[config.mk]
export PLATFORM = sky130hd
export DESIGN_NAME = hcp_frame_dispatch
export DESIGN_NICKNAME = d
export VERILOG_FILES = /design/src/rtl/hcp_frame_dispatch.sv
export SDC_FILE = /design/constraint.sdc
export NUM_CORES = 1
export LEC_CHECK = 0
export CAP_MARGIN = 10
export CORE_ASPECT_RATIO = 1.5
export CORE_MARGIN = 3
export CORE_UTILIZATION = 36
export DETAILED_ROUTE_END_ITERATION = 10
export HOLD_SLACK_MARGIN = 0.03
export SETUP_SLACK_MARGIN = 0.1
export SLEW_MARGIN = 20
export SYNTH_ARGS = -nofsm -noshare
export SYNTH_HDL_FRONTEND = slang
export SYNTH_SLANG_ARGS = --single-unit
[constraint.sdc]
create_clock -name i_clk -period 3.3 [get_ports i_clk]
set_clock_uncertainty 0.2 [all_clocks]
set_input_delay 0.825 -clock i_clk [delete_from_list [all_inputs] [get_ports i_clk]]
set_output_delay 0.825 -clock i_clk [all_outputs]
set_load 0.02 [all_outputs]
[src/rtl/hcp_frame_dispatch.sv]
// Purpose : routes frames from the HCP frame-parse stage by ethertype. TSMP frames go to the
//           decapsulation port. ARP/PTP frames go to the encapsulation port with their receive
//           timestamp and a type tag. All other frames are dropped. The block also guards frame
//           length and keeps per-class frame/error counters.
// Ports   : i_clk/i_rst_n (async active-low reset);
//           iv_data/iv_descriptor/i_data_wr  byte stream in (descriptor valid on first byte only);
//           ov_tsmp_data/o_tsmp_data_wr      decapsulation port (1-cycle latency, registered);
//           ov_encap_data/o_encap_data_wr/ov_encap_ts/ov_encap_type  encapsulation port;
//           ov_*_cnt                         16-bit wrapping statistics;
//           ov_disp_state                    FSM state for debug.
module hcp_frame_dispatch #(
  parameter logic [11:0] MAX_LEN   = 12'd1536,
  parameter logic [15:0] TSMP_TYPE = 16'h1662
) (
  input  logic        i_clk,
  input  logic        i_rst_n,
  input  logic [8:0]  iv_data,
  input  logic [34:0] iv_descriptor,
  input  logic        i_data_wr,
  output logic [8:0]  ov_tsmp_data,
  output logic        o_tsmp_data_wr,
  output logic [8:0]  ov_encap_data,
  output logic        o_encap_data_wr,
  output logic [18:0] ov_encap_ts,
  output logic [1:0]  ov_encap_type,
  output logic [15:0] ov_tsmp_cnt,
  output logic [15:0] ov_encap_cnt,
  output logic [15:0] ov_discard_cnt,
  output logic [15:0] ov_err_cnt,
  output logic [1:0]  ov_disp_state
);

  localparam logic [1:0] IDLE_S  = 2'd0;
  localparam logic [1:0] TSMP_S  = 2'd1;
  localparam logic [1:0] ENCAP_S = 2'd2;
  localparam logic [1:0] DISC_S  = 2'd3;

  localparam logic [15:0] ARP_TYPE = 16'h0806;
  localparam logic [15:0] PTP_TYPE = 16'h88F7;

  logic [1:0]  state_q;
  logic [1:0]  state_d;
  logic [11:0] byte_cnt_q;
  logic [11:0] byte_cnt_d;

  logic [15:0] ethertype;
  logic        is_tsmp;
  logic        is_encap;
  logic        is_end;
  logic        at_max;

  // Per-cycle actions decided by the output process, applied by the datapath register.
  logic        fwd_tsmp;
  logic        fwd_encap;
  logic [8:0]  fwd_dat;
  logic        ts_ld;
  logic        frame_done;
  logic        err_inc;
  logic        disc_inc;

  assign ethertype = iv_descriptor[15:0];
  assign is_tsmp   = (ethertype == TSMP_TYPE);
  assign is_encap  = (ethertype == ARP_TYPE) || (ethertype == PTP_TYPE);
  assign is_end    = iv_data[8];
  // byte_cnt_q holds the bytes already taken; the current byte is number byte_cnt_q+1.
  assign at_max    = ((byte_cnt_q + 12'd1) == MAX_LEN);

  // ---------------- FSM: state register ----------------
  always_ff @(posedge i_clk or negedge i_rst_n) begin
    if (!i_rst_n) begin
      state_q <= IDLE_S;
    end else begin
      state_q <= state_d;
    end
  end

  // ---------------- FSM: next state ----------------
  always_comb begin
    state_d = state_q;
    case (state_q)
      IDLE_S: begin
        if (i_data_wr) begin
          if (is_tsmp)       state_d = TSMP_S;
          else if (is_encap) state_d = ENCAP_S;
          else               state_d = DISC_S;
        end
      end
      TSMP_S, ENCAP_S: begin
        // End byte wins over oversize when both fall on byte MAX_LEN.
        if (!i_data_wr || is_end) state_d = IDLE_S;
        else if (at_max)          state_d = DISC_S;
      end
      DISC_S: begin
        if (!i_data_wr || is_end) state_d = IDLE_S;
      end
      default: state_d = IDLE_S;
    endcase
  end

  // ---------------- FSM: outputs ----------------
  always_comb begin
    fwd_tsmp   = 1'b0;
    fwd_encap  = 1'b0;
    fwd_dat    = iv_data;
    ts_ld      = 1'b0;
    frame_done = 1'b0;
    err_inc    = 1'b0;
    disc_inc   = 1'b0;
    byte_cnt_d = byte_cnt_q;
    case (state_q)
      IDLE_S: begin
        if (i_data_wr) begin
          // The first byte starts a frame whatever its marker bit says.
          byte_cnt_d = 12'd1;
          fwd_tsmp   = is_tsmp;
          fwd_encap  = !is_tsmp && is_encap;
          ts_ld      = !is_tsmp && is_encap;
          disc_inc   = !is_tsmp && !is_encap;
        end
      end
      TSMP_S, ENCAP_S: begin
        if (i_data_wr) begin
          byte_cnt_d = byte_cnt_q + 12'd1;
          fwd_tsmp   = (state_q == TSMP_S);
          fwd_encap  = (state_q == ENCAP_S);
          if (is_end) begin
            frame_done = 1'b1;
          end else if (at_max) begin
            // Cut the frame here: close it downstream with a forced end marker.
            frame_done = 1'b1;
            err_inc    = 1'b1;
            fwd_dat    = {1'b1, iv_data[7:0]};
          end
        end else begin
          // Truncated frame: what has gone out stands, no marker is synthesised.
          err_inc = 1'b1;
        end
      end
      default: ;
    endcase
  end

  // ---------------- Registered datapath and counters ----------------
  always_ff @(posedge i_clk or negedge i_rst_n) begin
    if (!i_rst_n) begin
      byte_cnt_q      <= '0;
      o_tsmp_data_wr  <= 1'b0;
      ov_tsmp_data    <= '0;
      o_encap_data_wr <= 1'b0;
      ov_encap_data   <= '0;
      ov_encap_ts     <= '0;
      ov_encap_type   <= '0;
      ov_tsmp_cnt     <= '0;
      ov_encap_cnt    <= '0;
      ov_discard_cnt  <= '0;
      ov_err_cnt      <= '0;
    end else begin
      byte_cnt_q      <= byte_cnt_d;
      o_tsmp_data_wr  <= fwd_tsmp;
      ov_tsmp_data    <= fwd_tsmp ? fwd_dat : 9'd0;
      o_encap_data_wr <= fwd_encap;
      ov_encap_data   <= fwd_encap ? fwd_dat : 9'd0;
      // Timestamp/type persist after the frame until the next encap frame starts.
      if (ts_ld) begin
        ov_encap_ts   <= iv_descriptor[34:16];
        ov_encap_type <= (ethertype == PTP_TYPE) ? 2'd1 : 2'd0;
      end
      if (frame_done && (state_q == TSMP_S))  ov_tsmp_cnt  <= ov_tsmp_cnt + 16'd1;
      if (frame_done && (state_q == ENCAP_S)) ov_encap_cnt <= ov_encap_cnt + 16'd1;
      if (disc_inc) ov_discard_cnt <= ov_discard_cnt + 16'd1;
      if (err_inc)  ov_err_cnt     <= ov_err_cnt + 16'd1;
    end
  end

  assign ov_disp_state = state_q;

endmodule

==> impl_summary.md <==
Finish
The filler cells instantiated in the layout total 1390. Summing all flip-flop and latch instances after layout gives 0.00296 mm². The area of the multi-input gates is 0.00248 mm². The count of nets after finishing is about 750.

Compared with the post-synthesis result, the final layout area differs by 42.7%. The fraction of final layout cells with drive strength greater than 1 is 10.3%.

STA
The count of pins over their slew limit was 0. After layout, the minimum clock period comes to slightly below 3 ns. The worst setup margin is 0.361 ns.

The count of endpoints failing hold in the final timing report is 0. For the final routed database, the setup TNS stands at 0 ns. In this run the tightest slew margin relative to its limit is 38.3%.

At the pin with the least slew margin, the transition time is 0.912 ns. Setup repair after global routing left no endpoint under its margin. On the final layout, the worst hold slack is 0.175 ns.

Setup violations remaining at the end of the flow were counted as 0. The achievable clock frequency is between 300 and 400 MHz. The ratio of final minimum period to clock period is 89.1%.

Clock network
The clock-pin slew on the worst setup and hold paths is 0.06 ns. The latest clock arrival within the worst-skew pair is roughly 0.4 ns. The TritonCTS buffer count is 17.

The H-tree depth reported by CTS is 4. The CTS tree is yes. The clock tree buffer depth is 2. The tree is rooted in a sky130_fd_sc_hd__clkbuf_16. Hold repair after CTS inserted 0 buffers.

The clock drives 118 sinks.

Logic synthesis
By area the synthesized netlist is led by sky130_fd_sc_hd__dfrtp_1 (53%), sky130_fd_sc_hd__nand2_1 (6.8%), sky130_fd_sc_hd__xor2_1 (5.4%), sky130_fd_sc_hd__xnor2_1 (4.4%), sky130_fd_sc_hd__nor4_2 (2.9%). Summed over its instances, the top area cell type makes up 53.2% of the synthesized netlist area. Counting distinct cell types in the post-synthesis netlist gives 52. The proportion of synthesized area in mux cells is 1.55%. Sorting the synthesized cells by how often they occur yields sky130_fd_sc_hd__dfrtp_1 (118), sky130_fd_sc_hd__nand2_1 (100), sky130_fd_sc_hd__xor2_1 (34). For this run, the leading register cell type out of synthesis is sky130_fd_sc_hd__dfrtp_1. Counting every instance in the synthesized netlist gives 527. Yosys mapped a number of flops with a built-in enable equal to 0.

Summing the areas of all and, or, nand and nor instances in the mapped netlist gives 25.3% of the synthesized area. The fraction of synthesis flops using an asynchronous set or reset pin is 100%. Summing the areas of all xor and xnor instances in the mapped netlist gives 9.77% of the synthesized area. The main combinational cell family by area after synthesis is simple AND/OR/NAND/NOR gates. The most repeated cell in the gate-level netlist after synthesis is sky130_fd_sc_hd__dfrtp_1. The sequential fraction of the synthesis area is between 50% and 60%. The synthesized netlist devotes under 10% of its cell area to compound gates.

The net count after synthesis is 586. The adder and majority gate portion of the synthesized area is under 10%. The count of synthesis-stage warnings from yosys is 0. The synthesized area per cell is 10.5 µm².

After synthesis the netlist holds a flip-flop and latch count of around 120. The post-synthesis cell area is between 0.005 and 0.006 mm². The cell type contributing the most total cell area after synthesis is sky130_fd_sc_hd__dfrtp_1.

Route
The post-route antenna net violation count is 0. The remaining design rule violation count is 0. In the routed layout, each cell is associated on average with a via count of roughly 5. Summing over every cut layer, the via total after detailed routing is approximately 4500. The detailed-route wire length per cell is around 15 µm. The pre-antenna-repair detailed-routing pass consisted of 6 iterations. The first routing iteration left ~140 violations. The final layout contains routed wiring with a total length of 13900 µm.

Power and ir drop
In this run the static leakage power is about 3.6 nW. The completed layout was analyzed and its total power is a little under 5 mW. The worst-case IR drop observed on VDD is 0.306 mV. The power density of the placed cells is between 600 and 700 mW/mm².

Critical path
STA puts the critical path data required time at 3.42 ns. The length in cells of the worst reg-to-reg path is 8. STA classifies the critical path endpoint as a flip-flop.

STA puts the critical path data arrival time at 3.06 ns. The category of the critical setup timing path is flip-flop to flip-flop. The maximum net fanout on the critical path is 11. The launching element type of the critical path is a flip-flop.

Placed design
The count of buffers added on input and output ports is 152. Detailed placement ended at an HPWL of 10400 µm. At the end of routability-driven placement, the weighted congestion stood at 0.783.

The setup slack after placement is 0.0323 ns.

GRT
The initial antenna violation count came to 0. The number of global-route vias before repair is 4698. The maximum number of pins on one net before global-route repair is 56.

The most heavily used metal layer in global routing is met2. The global-route wire length before repair is ~23000 µm. For this run the aggregate overflow at the end of global routing stands at 0.

The global-route track usage on met1 is 19.1%. The global routing usage summed across all routing layers is about 17%. Global routing used between 20% and 30% of the available met2 tracks. For met3 alone, demand over resource in global routing was under 10%.

Hold path
The worst min-delay path class is primary input to asynchronous set/reset pin.

Floorplan
The die is about 160 µm tall. During I/O placement, the number of pins put on the boundary was around 150. The floorplan die area is 0.0170 mm². The floorplan has 55 rows. In this run the horizontal extent of the chip is about 110 µm. The starting density of the core is between 30% and 40%. The area of the core region is ~0.015 mm².

Status
The run finished with clean final reports.

Job
The number of maximum-capacitance violations is 0.
per-stage QoR:
step           utilization, %  cell area [µm²]  instances
3_5_place_dp             48.6             7360        873
2_1_floorplan               -             5560        527
4_1_cts                  52.3             7920        905
3_3_place_gp             48.6             7360        873
5_1_grt                  52.4             7930        905
6_report                 52.4             7930        906
cell families (layout without fill, tap and decap cells):
group                      Yosys count  after routing
AOI/OAI and AO/OA                   42             42
xor gates and xnor gates            62             62
adders and majority gates           12             12
buffers and inverters               26            205
DFF                                118            118
muxes                                8              8
other                                1              2
and+or+nand+nor                    258            258
power by group:
part           switching, mW  internal, mW  total, mW
clock network          0.688          1.03       1.72
registers              0.204          1.61       1.81
logic                  0.704         0.575       1.28
total                   1.60          3.21       4.81
placed cells by master (no fill, tap or decap), types with 17 or more instances in the layout:
master and instances:
sky130_fd_sc_hd__o21ai_0 17, sky130_fd_sc_hd__xnor2_1 28, sky130_fd_sc_hd__nand3_1 27, sky130_fd_sc_hd__nand2_1 100, sky130_fd_sc_hd__clkdlybuf4s50_1 151, sky130_fd_sc_hd__clkbuf_16 17, sky130_fd_sc_hd__nor3_1 18, sky130_fd_sc_hd__and2_1 17
sky130_fd_sc_hd__dfrtp_1 116, sky130_fd_sc_hd__nand4_1 20, sky130_fd_sc_hd__xor2_1 34
what timing repair did:
item                                    CTS  global route
setup buffers                             0             0
endpoints found under the hold margin     0             0
resized for setup                         0             4
endpoints found under the setup margin    0            24
worst max-delay path, cell delays in order (launching register included):
cell	delay (ns)
sky130_fd_sc_hd__dfrtp_2	0.43
sky130_fd_sc_hd__ha_2	0.24
sky130_fd_sc_hd__nand2_1	0.13
sky130_fd_sc_hd__nor3_2	0.24
sky130_fd_sc_hd__mux2_2	0.41
sky130_fd_sc_hd__o41a_2	0.52
sky130_fd_sc_hd__buf_4	0.23
sky130_fd_sc_hd__nor4_2	0.29
sky130_fd_sc_hd__xor2_1	0.16
registers in the layout (all words and copies together), names as in the netlist, 2 cells and up:
signal and cells:
ov_encap_ts 19, byte_cnt_q 12, ov_tsmp_cnt 16, ov_err_cnt 16, ov_disp_state 2, ov_tsmp_data 9
ov_discard_cnt 16, ov_encap_data 9, ov_encap_cnt 16
layer usage:
| layer | part of all wire (%) | wire length [µm] |
|---|---|---|
| met3 | 6.7 | 936 |
| met4 | 1.2 | 167 |
| met1 | 39 | 5420 |
| met2 | 53 | 7340 |
| met5 | 0 | 0 |
final timing paths:
kind                       slack [ns]         endpoint           start
max                              0.36  ov_tsmp_cnt[11]   byte_cnt_q[0]
min reg2reg                      0.27   ov_encap_ts[9]  ov_encap_ts[9]
min                              0.18  ov_tsmp_cnt[12]         i_rst_n
min in group i_clk               0.27   ov_encap_ts[9]  ov_encap_ts[9]
max in group asynchronous        1.95  ov_tsmp_data[5]         i_rst_n
max reg2reg                      0.36  ov_tsmp_cnt[11]   byte_cnt_q[0]
layout make-up:
class / instances / share of cell area, %
Antenna cell: 1 / 0.0316
Clock inverter: 12 / 1.18
Sequential cell: 118 / 37.3
Tap cell: 199 / 3.14
Inverter: 6 / 0.284
Clock buffer: 20 / 5.89
Timing Repair Buffer: 167 / 20.9
Multi-Input combinational cell: 383 / 31.3
(Power assumes the default switching activity.)
